==> src/rtl/segway_pkg.sv <==
// ----------------------------------------------------------------------------
// segway_pkg
// Shared constants and types for the Segway serial command path.
//   BAUD_DIV_19200  : clk cycles per UART bit at 50 MHz / 19200 baud
//                     (shared with UART_tx)
//   CMD_GO/CMD_STOP : command bytes understood by the command handler
//   uart_rx_state_t : receiver FSM state encoding
//   uart_rx_dbg_t   : receiver debug view (FSM state, bit counter, last stop sample)
// ----------------------------------------------------------------------------
package segway_pkg;

  localparam int BAUD_DIV_19200 = 2604;

  localparam logic [7:0] CMD_GO   = 8'h67;  // 'g'
  localparam logic [7:0] CMD_STOP = 8'h73;  // 's'

  typedef enum logic {
    IDLE    = 1'b0,
    RECEIVE = 1'b1
  } uart_rx_state_t;

  typedef struct packed {
    uart_rx_state_t state;
    logic [3:0]     bit_cnt;
    logic           stop_bit;
  } uart_rx_dbg_t;

endpackage

==> src/rtl/uart_rcv_if.sv <==
// ----------------------------------------------------------------------------
// uart_rcv_if
// Bundle between the RX pin / command decoder and the UART receiver.
//   RX        : serial line into the receiver (idles high)
//   clr_rdy   : consumer acknowledge, clears rdy
//   rx_data   : last good byte
//   rdy       : rx_data holds an unconsumed byte
//   frame_err : one-cycle pulse on a low stop sample
//               (present only with UART_RCV_FRAME_ERR_EN)
//   dbg       : receiver FSM state / bit counter / last stop sample
// Handshake: rdy rises the cycle a byte lands in rx_data and stays high until
// the consumer pulses clr_rdy or the next start edge arrives; rx_data is
// stable while rdy is high. A set and a clear in the same cycle keep rdy high.
// Modports: slave = receiver side, master = driver/consumer side.
// ----------------------------------------------------------------------------
interface uart_rcv_if;
  import segway_pkg::*;

  logic         RX;
  logic         clr_rdy;
  logic [7:0]   rx_data;
  logic         rdy;
`ifdef UART_RCV_FRAME_ERR_EN
  logic         frame_err;
`endif
  uart_rx_dbg_t dbg;

`ifdef UART_RCV_FRAME_ERR_EN
  modport slave  (input RX, input clr_rdy, output rx_data, output rdy, output frame_err, output dbg);
  modport master (output RX, output clr_rdy, input rx_data, input rdy, input frame_err, input dbg);
`else
  modport slave  (input RX, input clr_rdy, output rx_data, output rdy, output dbg);
  modport master (output RX, output clr_rdy, input rx_data, input rdy, input dbg);
`endif

endinterface

==> src/rtl/sync2.sv <==
// ----------------------------------------------------------------------------
// sync2
// Generic two-flop synchroniser for an asynchronous single-bit input.
// Both flops take PRESET during reset so the synchronised output matches the
// pin's idle level straight out of reset.
//   clk, rst_n : clock, asynchronous active-low reset
//   d          : asynchronous input
//   q          : synchronised output
// ----------------------------------------------------------------------------
module sync2 #(
  parameter logic PRESET = 1'b1
) (
  input  logic clk,
  input  logic rst_n,
  input  logic d,
  output logic q
);

  logic meta;

  always_ff @(posedge clk or negedge rst_n) begin
    if (!rst_n) begin
      meta <= PRESET;
      q    <= PRESET;
    end else begin
      meta <= d;
      q    <= meta;
    end
  end

endmodule

==> src/rtl/uart_rcv.sv <==
// ----------------------------------------------------------------------------
// uart_rcv
// UART 8N1 receiver for the Segway command path. Recovers bytes from the RX
// line (LSB first) and presents them with a rdy / clr_rdy handshake.
//   clk   : system clock
//   rst_n : asynchronous active-low reset
//   bus   : uart_rcv_if.slave (RX, clr_rdy, rx_data, rdy, [frame_err], dbg)
// Parameter BAUD_DIV: clk cycles per bit, must be >= 16.
// Optional feature macro UART_RCV_FRAME_ERR_EN: a low stop sample pulses
// frame_err and the byte is dropped; without it the stop sample is ignored.
// ----------------------------------------------------------------------------
module uart_rcv
  import segway_pkg::*;
#(
  parameter int BAUD_DIV = BAUD_DIV_19200
) (
  input  logic     clk,
  input  logic     rst_n,
  uart_rcv_if.slave bus
);

  localparam int            CW        = $clog2(BAUD_DIV + 1);
  localparam logic [CW-1:0] BAUD_HALF = CW'(BAUD_DIV / 2);
  localparam logic [CW-1:0] BAUD_FULL = CW'(BAUD_DIV);
  localparam logic [3:0]    LAST_BIT  = 4'd10;  // start + 8 data + stop

  uart_rx_state_t state_q, state_d;

  logic          rx_s;
  logic          rx_d;
  logic          rx_fall;
  logic [CW-1:0] baud_cnt;
  logic [3:0]    bit_cnt;
  logic [8:0]    shift_q;
  logic [7:0]    rx_data_q;
  logic          rdy_q;

  // FSM output strobes
  logic start_det;
  logic sample_en;
  logic false_start;
  logic frame_done;
  logic load_byte;

  sync2 #(.PRESET(1'b1)) u_rx_sync (
    .clk   (clk),
    .rst_n (rst_n),
    .d     (bus.RX),
    .q     (rx_s)
  );

  assign rx_fall = rx_d & ~rx_s;

  // The sample fires on the cycle the counter steps down to zero; because the
  // reload happens on that same cycle, successive samples sit exactly
  // BAUD_DIV clocks apart and the first one BAUD_DIV/2 after the edge.
  logic sample_now;
  assign sample_now = (baud_cnt == CW'(1));

  // ---------------- FSM: state register ----------------
  always_ff @(posedge clk or negedge rst_n) begin
    if (!rst_n) state_q <= IDLE;
    else        state_q <= state_d;
  end

  // ---------------- FSM: next state ----------------
  always_comb begin
    state_d = state_q;
    case (state_q)
      IDLE: begin
        if (rx_fall) state_d = RECEIVE;
      end
      RECEIVE: begin
        if (sample_now && (bit_cnt == 4'd0) && rx_s) state_d = IDLE;  // glitch, not a start bit
        else if (bit_cnt == LAST_BIT)                  state_d = IDLE;
      end
      default: state_d = IDLE;
    endcase
  end

  // ---------------- FSM: outputs ----------------
  always_comb begin
    start_det   = 1'b0;
    sample_en   = 1'b0;
    false_start = 1'b0;
    frame_done  = 1'b0;
    case (state_q)
      IDLE: begin
        start_det = rx_fall;
      end
      RECEIVE: begin
        sample_en   = sample_now && (bit_cnt < LAST_BIT);
        false_start = sample_en && (bit_cnt == 4'd0) && rx_s;
        frame_done  = (bit_cnt == LAST_BIT);
      end
      default: ;
    endcase
  end

`ifdef UART_RCV_FRAME_ERR_EN
  logic frame_err_q;
  // shift_q[8] holds the stop sample once all ten samples are in
  assign load_byte = frame_done & shift_q[8];

  always_ff @(posedge clk or negedge rst_n) begin
    if (!rst_n) frame_err_q <= 1'b0;
    else        frame_err_q <= frame_done & ~shift_q[8];
  end

  assign bus.frame_err = frame_err_q;
`else
  assign load_byte = frame_done;
`endif

  // ---------------- datapath ----------------
  always_ff @(posedge clk or negedge rst_n) begin
    if (!rst_n) begin
      rx_d      <= 1'b1;
      baud_cnt  <= '0;
      bit_cnt   <= 4'd0;
      shift_q   <= 9'd0;
      rx_data_q <= 8'h00;
      rdy_q     <= 1'b0;
    end else begin
      rx_d <= rx_s;

      if (start_det) begin
        baud_cnt <= BAUD_HALF;
        bit_cnt  <= 4'd0;
      end else if (state_q == RECEIVE) begin
        if (sample_en)             baud_cnt <= BAUD_FULL;
        else if (baud_cnt != '0)   baud_cnt <= baud_cnt - CW'(1);
        if (sample_en && !false_start) bit_cnt <= bit_cnt + 4'd1;
      end

      // Right shift, newest sample at the MSB: after start, d0..d7, stop the
      // start bit has fallen out, data sits in [7:0] and stop in [8].
      if (sample_en) shift_q <= {rx_s, shift_q[8:1]};

      if (load_byte) rx_data_q <= shift_q[7:0];

      // Set has priority over both clear sources.
      if (load_byte)                    rdy_q <= 1'b1;
      else if (start_det || bus.clr_rdy) rdy_q <= 1'b0;
    end
  end

  assign bus.rx_data = rx_data_q;
  assign bus.rdy     = rdy_q;
  assign bus.dbg     = '{state: state_q, bit_cnt: bit_cnt, stop_bit: shift_q[8]};

endmodule

==> src/flat_wrapper.sv <==
// flat-port wrapper written by rule: the top's interface ports become plain ports
module uart_rcv_flat import segway_pkg::*;
#(
  parameter int BAUD_DIV = BAUD_DIV_19200
)
  (clk, rst_n, bus_RX, bus_clr_rdy, bus_rx_data, bus_rdy, bus_dbg);
  uart_rcv_if bus_i ();
  input  logic clk;
  input  logic rst_n;
  input wire logic [$bits(bus_i.RX)-1:0] bus_RX;
  input wire logic [$bits(bus_i.clr_rdy)-1:0] bus_clr_rdy;
  output wire logic [$bits(bus_i.rx_data)-1:0] bus_rx_data;
  output wire logic [$bits(bus_i.rdy)-1:0] bus_rdy;
  output wire logic [$bits(bus_i.dbg)-1:0] bus_dbg;
  assign bus_i.RX = bus_RX;
  assign bus_i.clr_rdy = bus_clr_rdy;
  assign bus_rx_data = bus_i.rx_data;
  assign bus_rdy = bus_i.rdy;
  assign bus_dbg = bus_i.dbg;
  uart_rcv #(.BAUD_DIV(BAUD_DIV)) u_core (.clk(clk), .rst_n(rst_n), .bus(bus_i));
endmodule
==> config.mk <==
export PLATFORM = sky130hd
export DESIGN_NAME = uart_rcv_flat
export DESIGN_NICKNAME = d
export VERILOG_FILES = /design/src/rtl/segway_pkg.sv /design/src/rtl/uart_rcv_if.sv /design/src/rtl/sync2.sv /design/src/rtl/uart_rcv.sv /design/src/flat_wrapper.sv
export SDC_FILE = /design/constraint.sdc
export NUM_CORES = 1
export LEC_CHECK = 0
export CAP_MARGIN = 20
export CELL_PAD_IN_SITES_DETAIL_PLACEMENT = 0
export CELL_PAD_IN_SITES_GLOBAL_PLACEMENT = 1
export CORE_MARGIN = 4
export CORE_UTILIZATION = 26
export CTS_CLUSTER_DIAMETER = 150
export CTS_CLUSTER_SIZE = 28
export DETAILED_ROUTE_END_ITERATION = 8
export PLACE_DENSITY_LB_ADDON = 0.1
export SLEW_MARGIN = 40
export SYNTH_ARGS = -nofsm -noshare
export SYNTH_HDL_FRONTEND = slang
export SYNTH_SLANG_ARGS = --single-unit
==> constraint.sdc <==
create_clock -name clk -period 3.8 [get_ports clk]
set_clock_uncertainty 0.05 [all_clocks]
set_input_delay 0.38 -clock clk [delete_from_list [all_inputs] [get_ports clk]]
set_output_delay 0.38 -clock clk [all_outputs]
set_load 0.005 [all_outputs]
# --- After elaboration in Yosys (flattened, before gate mapping) ---
# Index checks and enable logic that the tools add are counted.
# Widths: inputs -> output; s select.
op_classes:
  add_sub_neg: 2
  mul: 0
  div_mod_pow: 0
  magnitude_cmp: 1
  eq_ne: 2
  shift: 0
  muxes: 17
  n_bitwise: 3
  reduce_logical: 16
op_table:
  columns: ["op", "count"]
  rows:
  - ["$mux 12", 4]
  - ["$eq 12x1->1 const B", 1]
  - ["$mux 4", 3]
  - ["$reduce_bool 12->1", 1]
  - ["$sub 12x1->12 const B", 1]
  - ["$mux 1", 9]
  - ["$logic_and 1x1->1", 6]
  - ["$reduce_bool 2->1", 3]
  - ["$add 4x1->4 const B", 1]
  - ["$eq 4x4->1 const B", 1]
  - ["$logic_not 4->1", 1]
  - ["$lt 4x4->1 const B", 1]
  - ["$reduce_and 2->1", 2]
  - ["$reduce_bool 3->1", 1]
  - ["$not 1->1", 2]
  - ["$pmux 1 s2", 1]
  - ["$and 1x1->1", 1]
  - ["$logic_not 1->1", 1]
  - ["$logic_or 1x1->1", 1]
totals:
  regBits: 38
  latchBits: 0
  ramBits: 0
  romBits: 0
  input_bits: 4
  out_inout_bits: 15
  wordCells: 50
  mem_count: 0

# --- Logic depth before layout (Yosys ltp) ---
depth:
  depth_word: 10
  mapped_depth: 8
  mapped_depth_nobuf: 6

# --- Cells and area by module ---
# A second synthesis with hierarchy kept.
hier_totals:
  cells_unflattened: 187
  area_unflattened_um2: 1923.1
by_module_without_submodules:
  columns: ["module", "n_inst", "cells_per_inst", "area_per_inst_um2", "seq_area_each_um2"]
  rows:
  - ["uart_rcv", 1, 185, 1870.5, 902.1]
  - ["sync2", 1, 2, 52.6, 52.6]

# --- Least setup slack after synthesis ---
# OpenSTA, ideal clock, no wires.
synth_timing:
  kind: "flip-flop to flip-flop"
  from: "register u_core.baud_cnt[5]"
  to: "register u_core.baud_cnt[10]"
  setup_ps: 132
  arrival_ps: 1681
  required_time_ps: 3618
  setup_slack_ps: 1937
  path_stages_with_launch: 6
  path_buffers: 1
  period_less_slack_ps: 1863
  cell_sequence: "dfrtp_1 -> buf_12 -> or4_4 -> nor4_2 -> a21oi_1 -> or3b_1"
synth_via:
  elab_chain_len: 6
  elab_cells_between_ends: 11
  cone_classes: "1 x add/sub; 1 x eq/ne; 5 x mux; 4 x reduce/logical"
synth_rtl:
  columns: ["item", "line_no", "text"]
  rows:
  - ["start, declared", "uart_rcv.sv:32", "logic [CW-1:0] baud_cnt;"]
  - ["start signal, assigned", "uart_rcv.sv:132", "else if (baud_cnt != '0) baud_cnt <= baud_cnt - CW'(1);"]
  - ["branches (longest 6 deep; another with $sub 12x1->12)", null, null]
# Parallel ways; which one is timed is not known. The select of a mux whose other input is x is not followed.
# A chain may end at the register's enable or synchronous reset.

# --- Worst setup path after layout ---
layout_timing:
  from: "register u_core.bit_cnt[1]"
  to: "register u_core.bit_cnt[2]"
layout_via:
  elab_chain_len: 9
  elab_cells_between_ends: 15
  cone_classes: "1 x add/sub; 1 x order compare; 5 x mux; 8 x reduce/logical"
layout_rtl:
  columns: ["item", "line_no", "text"]
  rows:
  - ["start, declared", "uart_rcv.sv:33", "logic [3:0] bit_cnt;"]
  - ["start signal, assigned", "uart_rcv.sv:133", "if (sample_en && !false_start) bit_cnt <= bit_cnt + 4'd1;"]
  - ["$lt 4x4->1", "uart_rcv.sv:92", "sample_en = sample_now && (bit_cnt < LAST_BIT);"]
  - ["$logic_and 1x1->1", "uart_rcv.sv:92", null]
  - ["$logic_and 1x1->1 (2 in series)", "uart_rcv.sv:93", "false_start = sample_en && (bit_cnt == 4'd0) && rx_s;"]
  - ["$mux 1", "uart_rcv.sv:87", "case (state_q)"]
  - ["$logic_not 1->1", "uart_rcv.sv:133", null]
  - ["$logic_and 1x1->1", "uart_rcv.sv:133", null]
  - ["$reduce_bool 2->1 (no line)", null, null]
  - ["$reduce_and 2->1 (no line)", null, null]
# Several ways; a longest one is shown, not always the timed one. The select of a mux whose other input is x is not followed.

==> out/metrics.cfg <==
[critical_path]
critPathKind=reg -> reg
crit_end=u_core.bit_cnt[2]
r2r_slack_ns=1.56
crit_fanout=19
crit_slowest_cell=o21ai_0
worstSetupStartpointType=flop
reg2reg_depth=4
slowest_delay_ns=0.59
end_kind=flop
worstPathRequired_ns=3.96
reg2reg_from=u_core.bit_cnt[1]
startpoint=u_core.bit_cnt[1]
cp_cell_sequence=o21ai_0 > nand4_4 > or4_1 > a21oi_1
reg2reg_to=u_core.bit_cnt[2]
arrival_ns=2.40

[sta]
layout_min_cycle_time_ns=2.24
rsz0062_at_grt=false
worstMarginPinSlew_ns=0.689
slew_headroom=0.536
fmax_mhz=446
setup-violations-final=0
hold_viol_final=0
finalMaxSlewViolations=0
fin_tns_setup_ns=0
finalCritPeriodShare=0.590

[synthesis]
synth_edf_count=0
netlist_instances=181
synthTopCellsByArea=dfrtp_1 46%, nand2_1 5.9%, mux2_2 4.7%
synth_top_area_cell=dfrtp_1
ys_types=46
async_flop_share=1.00
synth-warning-count=0
yosys_most_used_dff=dfrtp_1
syn-cell-area_mm2=0.00191
syn_area_per_cell_um2=10.6
synth_top_area_frac=0.458
ys_seq_area_frac=0.499
yosys_register_bits=38
syn_nets=191

[placement]
dp.cells=290
numPortBuffers=18
place.gp.congestion=0.779
hpwl_um=2990

[global_routing]
grt_max_degree=39
grt_first_pass_wirelength_um=7390
grtUsageTotal=0.107
antenna_found_initial=0
grt_pass1_vias=1429
grt-ovfl-total=0

[die]
dieWidth_um=93.8
initial_core_util=0.265
num_rows=31
pin_count=19
dieArea_mm2=0.00880
die_h_um=93.8
core_mm2=0.00721

[drt]
route.detailed.drc=0
drtIter0Drc=97
vias=1411
drt.antenna.violating_nets=0
drt_wl_total_um=4300
wl_per_cell_um=14.4
firstDrtPassIters=4
via_per_inst=4.73

[final_layout]
diodes=0
fill_cells=772
multi_input_area_um2=871
drive_above_1_share=0.151
regArea_um2=955
layoutNonFillerInstCount=298
finalNetCount=208
area_delta_synth_final_pct=18.6

[clocking]
cts_hold_buf=0
clk_pin_slew_ns=0.08
cts_sinks=38
cts.repair.resized=0
htree_levels=2
clkLatencyLatePin_ns=0.29
cts_setup_buffers=0
cts_buffer_depth=2
cts_buffers=5
clockRootBuffer=clkbuf_8
cts_tree=done

[power_and_ir_drop]
finalPower_mw=1.20
peakVddDrop_mv=0.145
power_density_mw_per_mm2=529
p_leak_nw=0.962

[job]
maxCapViolCount=0

[outcome]
status=completed

[min_path]
hold_class=in -> async

cell families after synthesis:
family	count (synthesis)	share of synthesized area
AND/OR/NAND/NOR	79	0.248
flip-flops	38	0.499
AO/OA/AOI/OAI	33	0.116
buffers and inverters	16	0.0464
multiplexers	8	0.0471
adder cells (fa/ha/maj)	6	0.0392
XOR/XNOR	1	0.00458
cell usage after synthesis (all sizes together), types with 2 or more instances:
cell / count
nor2: 10
nand3b: 2
nor4: 3
nor3: 2
or4: 5
and3: 3
nand2: 30
a31oi: 4
o31ai: 3
ha: 6
inv: 8
buf: 5
o21ai: 5
a31o: 2
o41ai: 2
nand3: 7
dfrtp: 35
dfstp: 3
a211oi: 3
nand4: 6
a41oi: 2
mux2: 8
and4: 2
clkbuf: 3
a21oi: 7
state kept, by name (all words and copies together), names as in the netlist:
signal / count
u_core.bus.rdy: 1
u_core.rx_d: 1
u_core.u_rx_sync.q: 1
u_core.u_rx_sync.meta: 1
u_core.bus.rx_data: 8
u_core.state_q: 1
u_core.bit_cnt: 4
u_core.baud_cnt: 12
u_core.shift_q: 9
worst max-delay path, delay by kind of cell, from the launching register on:
family	cells	cell delay [ns]
flip-flops	1	0.46
AND/OR/NAND/NOR	2	0.89
AO/OA/AOI/OAI	2	0.75
layout by cell type, fill, tap and decap left out, drive strengths merged, types with 2 or more instances in the layout:
cell	n
or4	5
dfrtp	35
a41oi	2
a211oi	3
clkinvlp	2
o21ai	5
nor4	3
nor3	2
a31oi	4
nor2	10
o31ai	3
and4	2
o41ai	2
a31o	2
nand3b	2
clkbuf	5
nand2	30
ha	6
nand4	6
and3	3
dfstp	3
inv	8
nand3	7
a21oi	7
clkdlybuf4s50	17
mux2	8
final cells by class:
cell class,instances,area share
Clock buffer,5,0.0303
Clock inverter,3,0.0198
Inverter,8,0.0132
Multi-Input combinational cell,127,0.383
Sequential cell,38,0.420
Tap cell,99,0.0545
Timing Repair Buffer,18,0.0782
metal layers:
metal  vias to the layer above  track usage  wire length [µm]
li1                        691            -                 -
met1                       684        0.146              2050
met2                        30        0.164              2060
met3                         6       0.0280               130
met4                         0       0.0385                62
met5                         -            0                 0
how the worst min path moves through the flow:
| stage | from | to | slack (ns) | cells after the start |
|---|---|---|---|---|
| floorplan | rst_n | u_core.baud_cnt[0] | 0.03 | 0 |
| global placement | u_core.u_rx_sync.meta | u_core.u_rx_sync.q | 0.30 | 0 |
| detailed placement | u_core.u_rx_sync.meta | u_core.u_rx_sync.q | 0.30 | 0 |
| CTS | rst_n | u_core.bus.rx_data[7] | 0.02 | 1 |
| global route | rst_n | u_core.baud_cnt[3] | 0.04 | 1 |
| finish | rst_n | u_core.baud_cnt[2] | 0.002 | 1 |
per-stage QoR:
step | hold slack, ns | worst slack (ns) | area [µm²] | utilization
after floorplan | 0.0344 | 1.94 | 1910 | -
after global placement | 0.298 | 1.68 | 2150 | 0.299
after detailed placement | 0.299 | 1.60 | 2160 | 0.299
after CTS | 0.0165 | 1.57 | 2270 | 0.315
after global routing | 0.0360 | 1.42 | 2270 | 0.315
final | 0.00161 | 1.56 | 2270 | 0.315
power breakdown:
group	switching (mW)	internal [mW]	leakage [nW]
logic	0.153	0.128	0.419
registers	0.109	0.465	0.493
clock network	0.150	0.195	0.0504
total	0.411	0.789	0.962
Note: power is estimated with default switching activity, not from simulation.
